## config.mk

```make
export PLATFORM = sky130hd
export DESIGN_NAME = ci_initiator_flat
export DESIGN_NICKNAME = d
export VERILOG_FILES = /design/src/rtl/ci_initiator_if.sv /design/src/rtl/ci_initiator.sv /design/src/flat_wrapper.sv
export SDC_FILE = /design/constraint.sdc
export NUM_CORES = 1
export LEC_CHECK = 0
export CAP_MARGIN = 10
export CORE_AREA = 2 2 122 124
export CTS_CLUSTER_SIZE = 40
export DETAILED_ROUTE_END_ITERATION = 12
export DIE_AREA = 0 0 124 126
export PLACE_DENSITY_LB_ADDON = 0.08
export SLEW_MARGIN = 20
export SYNTH_ARGS = -nofsm -noshare
export SYNTH_HDL_FRONTEND = slang
export SYNTH_SLANG_ARGS = --single-unit
```

## constraint.sdc

```tcl
create_clock -name clock -period 2.6 [get_ports clock]
set_clock_uncertainty 0.1 [all_clocks]
set_input_delay 0.39 -clock clock [delete_from_list [all_inputs] [get_ports clock]]
set_output_delay 0.39 -clock clock [all_outputs]
set_load 0.01 [all_outputs]
```

## src/rtl/ci_initiator_if.sv

```systemverilog
// Custom-instruction initiator bundle: pipeline request/response handshakes plus the shared CI bus.
interface ci_initiator_if #(
    parameter int unsigned LAT_WIDTH = 16
);
    logic                 reqValid;
    logic                 reqReady;
    logic [7:0]           reqCiN;
    logic [31:0]          reqValueA;
    logic [31:0]          reqValueB;
    logic                 ciStart;
    logic [7:0]           ciN;
    logic [31:0]          ciValueA;
    logic [31:0]          ciValueB;
    logic                 ciDone;
    logic [31:0]          ciResult;
    logic                 rspValid;
    logic                 rspReady;
    logic [31:0]          rspResult;
    logic [LAT_WIDTH-1:0] rspLatency;
    logic                 rspError;
    logic                 stall;

    modport master (
        input  reqValid, reqCiN, reqValueA, reqValueB, ciDone, ciResult, rspReady,
        output reqReady, ciStart, ciN, ciValueA, ciValueB,
        output rspValid, rspResult, rspLatency, rspError, stall
    );

    modport slave (
        output reqValid, reqCiN, reqValueA, reqValueB, ciDone, ciResult, rspReady,
        input  reqReady, ciStart, ciN, ciValueA, ciValueB,
        input  rspValid, rspResult, rspLatency, rspError, stall
    );
endinterface

```

## src/rtl/ci_initiator.sv

```systemverilog
// CI initiator: issues one custom instruction at a time, waits for done, returns result and latency.
// Optional CI_TIMEOUT_EN aborts an instruction after TIMEOUT_CYCLES with rspError=1.
module ci_initiator #(
    parameter int unsigned TIMEOUT_CYCLES = 1024,
    parameter int unsigned LAT_WIDTH      = 16
) (
    input logic            clock,
    input logic            reset,
    ci_initiator_if.master bus
);
    typedef enum logic [1:0] {
        S_IDLE  = 2'd0,
        S_ISSUE = 2'd1,
        S_WAIT  = 2'd2,
        S_RESP  = 2'd3
    } state_t;

    localparam logic [LAT_WIDTH-1:0] LAT_MAX = '1;

    state_t               state_q, state_d;
    logic [LAT_WIDTH-1:0] lat_q, lat_d;
    logic [7:0]           n_d;
    logic [31:0]          a_d, b_d, res_d;
    logic [LAT_WIDTH-1:0] rlat_d;
    logic                 err_d;
    logic                 timeout_c;

`ifdef CI_TIMEOUT_EN
    localparam int unsigned TMO_W = $clog2(TIMEOUT_CYCLES + 1);
    logic [TMO_W-1:0] tmo_q;

    // Counts cycles since ciStart independently of the (possibly narrower) latency counter.
    always_ff @(posedge clock or negedge reset) begin
        if (!reset) begin
            tmo_q <= '0;
        end else if (state_q == S_IDLE) begin
            tmo_q <= TMO_W'(1);
        end else if (state_d == S_WAIT) begin
            tmo_q <= tmo_q + TMO_W'(1);
        end
    end

    assign timeout_c = ((state_q == S_ISSUE) || (state_q == S_WAIT)) &&
                       (tmo_q == TMO_W'(TIMEOUT_CYCLES));
`else
    assign timeout_c = 1'b0;
`endif

    // Next-state and next register values; bus registers double as the operand latch.
    always_comb begin
        state_d = state_q;
        lat_d   = lat_q;
        n_d     = bus.ciN;
        a_d     = bus.ciValueA;
        b_d     = bus.ciValueB;
        res_d   = bus.rspResult;
        rlat_d  = bus.rspLatency;
        err_d   = bus.rspError;
        case (state_q)
            S_IDLE: begin
                if (bus.reqValid) begin
                    state_d = S_ISSUE;
                    n_d     = bus.reqCiN;
                    a_d     = bus.reqValueA;
                    b_d     = bus.reqValueB;
                    lat_d   = LAT_WIDTH'(1);
                end
            end
            S_ISSUE, S_WAIT: begin
                if (bus.ciDone || timeout_c) begin
                    state_d = S_RESP;
                    n_d     = '0;
                    a_d     = '0;
                    b_d     = '0;
                    rlat_d  = lat_q;
                    err_d   = !bus.ciDone;
                    res_d   = bus.ciDone ? bus.ciResult : 32'h0;
                end else begin
                    state_d = S_WAIT;
                    if (lat_q != LAT_MAX) begin
                        lat_d = lat_q + LAT_WIDTH'(1);
                    end
                end
            end
            S_RESP: begin
                if (bus.rspReady) begin
                    state_d = S_IDLE;
                    res_d   = '0;
                    rlat_d  = '0;
                    err_d   = 1'b0;
                end
            end
            default: state_d = S_IDLE;
        endcase
    end

    // State and registered outputs; reset clears the bus immediately and discards any in-flight op.
    always_ff @(posedge clock or negedge reset) begin
        if (!reset) begin
            state_q        <= S_IDLE;
            lat_q          <= '0;
            bus.reqReady   <= 1'b1;
            bus.ciStart    <= 1'b0;
            bus.ciN        <= '0;
            bus.ciValueA   <= '0;
            bus.ciValueB   <= '0;
            bus.rspValid   <= 1'b0;
            bus.rspResult  <= '0;
            bus.rspLatency <= '0;
            bus.rspError   <= 1'b0;
            bus.stall      <= 1'b0;
        end else begin
            state_q        <= state_d;
            lat_q          <= lat_d;
            bus.reqReady   <= (state_d == S_IDLE);
            bus.ciStart    <= (state_d == S_ISSUE);
            bus.ciN        <= n_d;
            bus.ciValueA   <= a_d;
            bus.ciValueB   <= b_d;
            bus.rspValid   <= (state_d == S_RESP);
            bus.rspResult  <= res_d;
            bus.rspLatency <= rlat_d;
            bus.rspError   <= err_d;
            bus.stall      <= (state_d != S_IDLE);
        end
    end
endmodule

```

## src/flat_wrapper.sv

```systemverilog
// flat-port wrapper written by rule: the top's interface ports become plain ports
module ci_initiator_flat 
#(
    parameter int unsigned TIMEOUT_CYCLES = 1024,
    parameter int unsigned LAT_WIDTH      = 16
)
  (clock, reset, bus_reqValid, bus_reqCiN, bus_reqValueA, bus_reqValueB, bus_ciDone, bus_ciResult, bus_rspReady, bus_reqReady, bus_ciStart, bus_ciN, bus_ciValueA, bus_ciValueB, bus_rspValid, bus_rspResult, bus_rspLatency, bus_rspError, bus_stall);
  ci_initiator_if #(.LAT_WIDTH(LAT_WIDTH)) bus_i ();
  input logic clock;
  input logic reset;
  input wire logic [$bits(bus_i.reqValid)-1:0] bus_reqValid;
  input wire logic [$bits(bus_i.reqCiN)-1:0] bus_reqCiN;
  input wire logic [$bits(bus_i.reqValueA)-1:0] bus_reqValueA;
  input wire logic [$bits(bus_i.reqValueB)-1:0] bus_reqValueB;
  input wire logic [$bits(bus_i.ciDone)-1:0] bus_ciDone;
  input wire logic [$bits(bus_i.ciResult)-1:0] bus_ciResult;
  input wire logic [$bits(bus_i.rspReady)-1:0] bus_rspReady;
  output wire logic [$bits(bus_i.reqReady)-1:0] bus_reqReady;
  output wire logic [$bits(bus_i.ciStart)-1:0] bus_ciStart;
  output wire logic [$bits(bus_i.ciN)-1:0] bus_ciN;
  output wire logic [$bits(bus_i.ciValueA)-1:0] bus_ciValueA;
  output wire logic [$bits(bus_i.ciValueB)-1:0] bus_ciValueB;
  output wire logic [$bits(bus_i.rspValid)-1:0] bus_rspValid;
  output wire logic [$bits(bus_i.rspResult)-1:0] bus_rspResult;
  output wire logic [$bits(bus_i.rspLatency)-1:0] bus_rspLatency;
  output wire logic [$bits(bus_i.rspError)-1:0] bus_rspError;
  output wire logic [$bits(bus_i.stall)-1:0] bus_stall;
  assign bus_i.reqValid = bus_reqValid;
  assign bus_i.reqCiN = bus_reqCiN;
  assign bus_i.reqValueA = bus_reqValueA;
  assign bus_i.reqValueB = bus_reqValueB;
  assign bus_i.ciDone = bus_ciDone;
  assign bus_i.ciResult = bus_ciResult;
  assign bus_i.rspReady = bus_rspReady;
  assign bus_reqReady = bus_i.reqReady;
  assign bus_ciStart = bus_i.ciStart;
  assign bus_ciN = bus_i.ciN;
  assign bus_ciValueA = bus_i.ciValueA;
  assign bus_ciValueB = bus_i.ciValueB;
  assign bus_rspValid = bus_i.rspValid;
  assign bus_rspResult = bus_i.rspResult;
  assign bus_rspLatency = bus_i.rspLatency;
  assign bus_rspError = bus_i.rspError;
  assign bus_stall = bus_i.stall;
  ci_initiator #(.TIMEOUT_CYCLES(TIMEOUT_CYCLES), .LAT_WIDTH(LAT_WIDTH)) u_core (.clock(clock), .reset(reset), .bus(bus_i));
endmodule
```

==> run summary <==
Run status -> completed
Via count -> 5,453
Root buf cell -> clkbuf_16
Clock sink count -> 143
Total leakage power -> 4.36 nW
Antenna Diode Count -> 0
Initial drt markers -> 429
Pin count of the biggest net entering global routing -> 73
Setup crit start kind -> flip-flop
Die area -> 15,600 um2
# H-tree levels -> 4
Worst slew pin tran -> 0.642 ns
Worst slew margin -> 57.2%
I/O Buffers -> 233
Drt pass-1 iters -> 5
Max IR drop VDD -> 0.832 mV
Total routed wirelength -> 16.9 mm
CTS tree -> yes
Depth of the worst hold-timing path -> 2
Max Clk Rate -> 441 MHz
Clock power share -> 19.0%
Yosys top cell by area -> dfrtp_1
CP arrival -> 2.47 ns
Final Wtd Congestion -> 0.871
R2R cell count -> 6
Vias per inst -> 5.06
Int Pwr -> 7.36 mW
Post-DP HPWL -> 11.6 mm
# IOs -> 234
Initial Util -> 43.0%
Critical path's largest stage delay -> 0.41 ns
Mapped Area -> 6160 um2
Pwr/cell area -> 1340 nW/um2
Fin. Hold Viols -> 0
Net Count, Synth -> 768
Total power -> 12.4 mW
Die Ht -> 126 um
Total gr overflow -> 0
Synth Register Bits -> 143
Main synth FF type -> dfrtp_1
FFs w/ async S/R, synth -> 100%
Register area -> 3580 um2
Multi-input logic area -> 2350 um2
RSZ-0062 raised after global routing -> false
Post-cts sizing count -> 0
Reg-to-reg endpoint -> u_core.lat_q[0]$_DFFE_PN0P_
First-pass GRT wire length -> 26.9 mm
Row cnt -> 44
Hold Crit Start -> u_core.bus.rspResult[10]$_DFFE_PN0P_
Post-CTS Setup Inserts -> 0
Yosys warns -> 0
Seq/Total Area, Yosys -> 58.1%
Final setup vio count -> 0
WP data required -> 2.80 ns
Synth area leaders -> dfrtp_1, nand2_1, nand3_1, nand3b_1, clkbuf_1
Initial antenna violation count -> 0
Net Sw Power -> 5.07 mW
Area Overhead vs Synth -> 50.9%
Final worst-path cycle share -> 87.2%
Residual DRC count -> 0
GRT Resource Usage Total -> 22.0%
# hold bufs at CTS -> 1
Mapped Avg Cell Area -> 9.41 um2
CP max FO -> 8
Pre-CTS setup slack -> 0.385 ns
Critical-path top delay cell -> dfrtp_1
Die X -> 124 um
Fillers -> 1,209
Layout cells sized above 1 -> 6.94%
Detail Route Antenna Nets -> 0
Clk buf depth -> 2
Worst setup EP type -> flip-flop
Cells after Synth -> 655
Clk Latency, worst-skew pair -> 0.41 ns
Max Cap Violations -> 0
Hold EP -> u_core.bus.rspResult[10]$_DFFE_PN0P_
Layout net count -> 993
Crit path time final -> 2.27 ns
Net Sw Frac -> 40.8%
Comb power frac -> 52.0%
Synth top area share -> 57.7%
Num CTS Buffers -> 17
Placed cell count -> 1,044
Top-count cell post-synth -> nand2_1
Setup total negative slack -> 0 ns
Reg-to-reg slack, setup -> 0.33 ns
Vias in the first global route -> 5,379
Clock transition at path regs -> 0.06 ns
Worst setup margin -> 0.332 ns
Critical Path, Cell by Cell -> inv_1, ha_1, and2_4, or2_1, a21oi_4, mux2_2
Post-route insts no fill -> 1,077
Sequential Power Share -> 29.0%
Hold slack final -> 0.363 ns
Core footprint -> 14,300 um2
Post-synth cell types -> 53
Pins Over Slew Limit -> 0
Most frequent cells after synthesis -> nand2_1, dfrtp_1, nand3_1
R2r startpoint -> u_core.state_q[0]$_DFF_PN0_
Post-synth EDFFs -> 0
Routed wire length per instance -> 15.7 um
CP Class -> reg2reg
Min-delay worst type -> reg2reg
## flip-flops by register name, indices dropped and copies added, names as in the netlist, 2 cells and up
signal                 cells
u_core.bus.ciValueA       32
u_core.bus.ciValueB       32
u_core.bus.rspResult      32
u_core.bus.rspLatency     16
u_core.lat_q              16
u_core.bus.ciN             8
u_core.state_q             2
## critical path: cells and delay by family (launching register included)
| kind | cells | cell delay [ns] |
|---|---|---|
| and+or+nand+nor | 2 | 0.54 |
| DFF | 1 | 0.41 |
| adders and majority gates | 1 | 0.38 |
| muxes | 1 | 0.37 |
| AOI/OAI and AO/OA | 1 | 0.27 |
| buffers and inverters | 1 | 0.08 |
## per-stage QoR
step / util, % / instance area, um2
after floorplan: - / 6160
after global placement: 60.8 / 8700
after detailed placement: 60.8 / 8700
after CTS: 64.9 / 9300
after global routing: 64.9 / 9300
final: 64.9 / 9300
## power by group through the flow
stage	Clock, mW	Combinational [mW]	Sequential [mW]
floorplan	0	3.54	3.92
global placement	0	6.35	3.60
detailed placement	0	6.50	3.64
CTS	2.42	6.53	3.61
global route	2.54	7.17	3.71
finish	2.36	6.46	3.61
## cell families after synthesis
group,share of synthesized area (%)
mux,1.08
flops,58.1
fa+ha+maj,0.812
buf+inv,3.92
compound gates,4.75
simple gates,31.3
## area by class of cell
type | count | area share [%]
Clock inverter | 11 | 1.22
Tap cell | 184 | 2.48
Sequential cell | 143 | 38.5
Inverter | 10 | 0.404
Multi-Input combinational cell | 460 | 25.3
Clock buffer | 21 | 5.06
Timing Repair Buffer | 248 | 27.0
## placed cells by master (no fill, tap or decap), drive strengths merged, types with 2 or more instances in the layout
cell type,Yosys,routed
o2bb2ai,3,3
nor4,5,5
dfrtp,142,142
nand4,6,6
nor3,6,6
o21ai,8,8
o41ai,2,2
or3,4,4
mux2i,4,4
buf,20,15
nand3,79,79
nor2,9,9
inv,10,10
bufinv,0,2
o31ai,7,7
and3,3,3
clkinv,0,7
nand3b,42,42
clkinvlp,0,2
o22ai,2,2
a211o,2,2
nor2b,2,2
a21oi,5,5
nand2b,2,2
mux2,2,2
nand2,244,244
clkbuf,22,21
and2,3,3
or2,4,4
clkdlybuf4s50,0,232
ha,4,4
## worst max-delay path by stage
stage	start	endpoint	slack, ns	cells after the start
global route	u_core.state_q[0]$_DFF_PN0_	u_core.lat_q[5]$_DFFE_PN0P_	0.19	7
finish	u_core.state_q[0]$_DFF_PN0_	u_core.lat_q[0]$_DFFE_PN0P_	0.33	6
detailed placement	bus_reqValid	u_core.lat_q[9]$_DFFE_PN0P_	0.38	5
global placement	bus_reqValid	u_core.lat_q[9]$_DFFE_PN0P_	0.43	5
CTS	u_core.state_q[0]$_DFF_PN0_	u_core.lat_q[0]$_DFFE_PN0P_	0.36	6
floorplan	u_core.state_q[0]$_DFF_PN0_	u_core.lat_q[0]$_DFFE_PN0P_	0.49	8
## layer usage
| metal | GRT usage (%) | share of wire [%] | vias up |
|---|---|---|---|
| met5 | 0 | 0 | - |
| met4 | 10.8 | 2.9 | 0 |
| met2 | 36.4 | 50 | 184 |
| li1 | - | - | 2631 |
| met1 | 26.7 | 40 | 2601 |
| met3 | 5.53 | 6.8 | 37 |
Note: power is estimated with default switching activity, not from simulation.
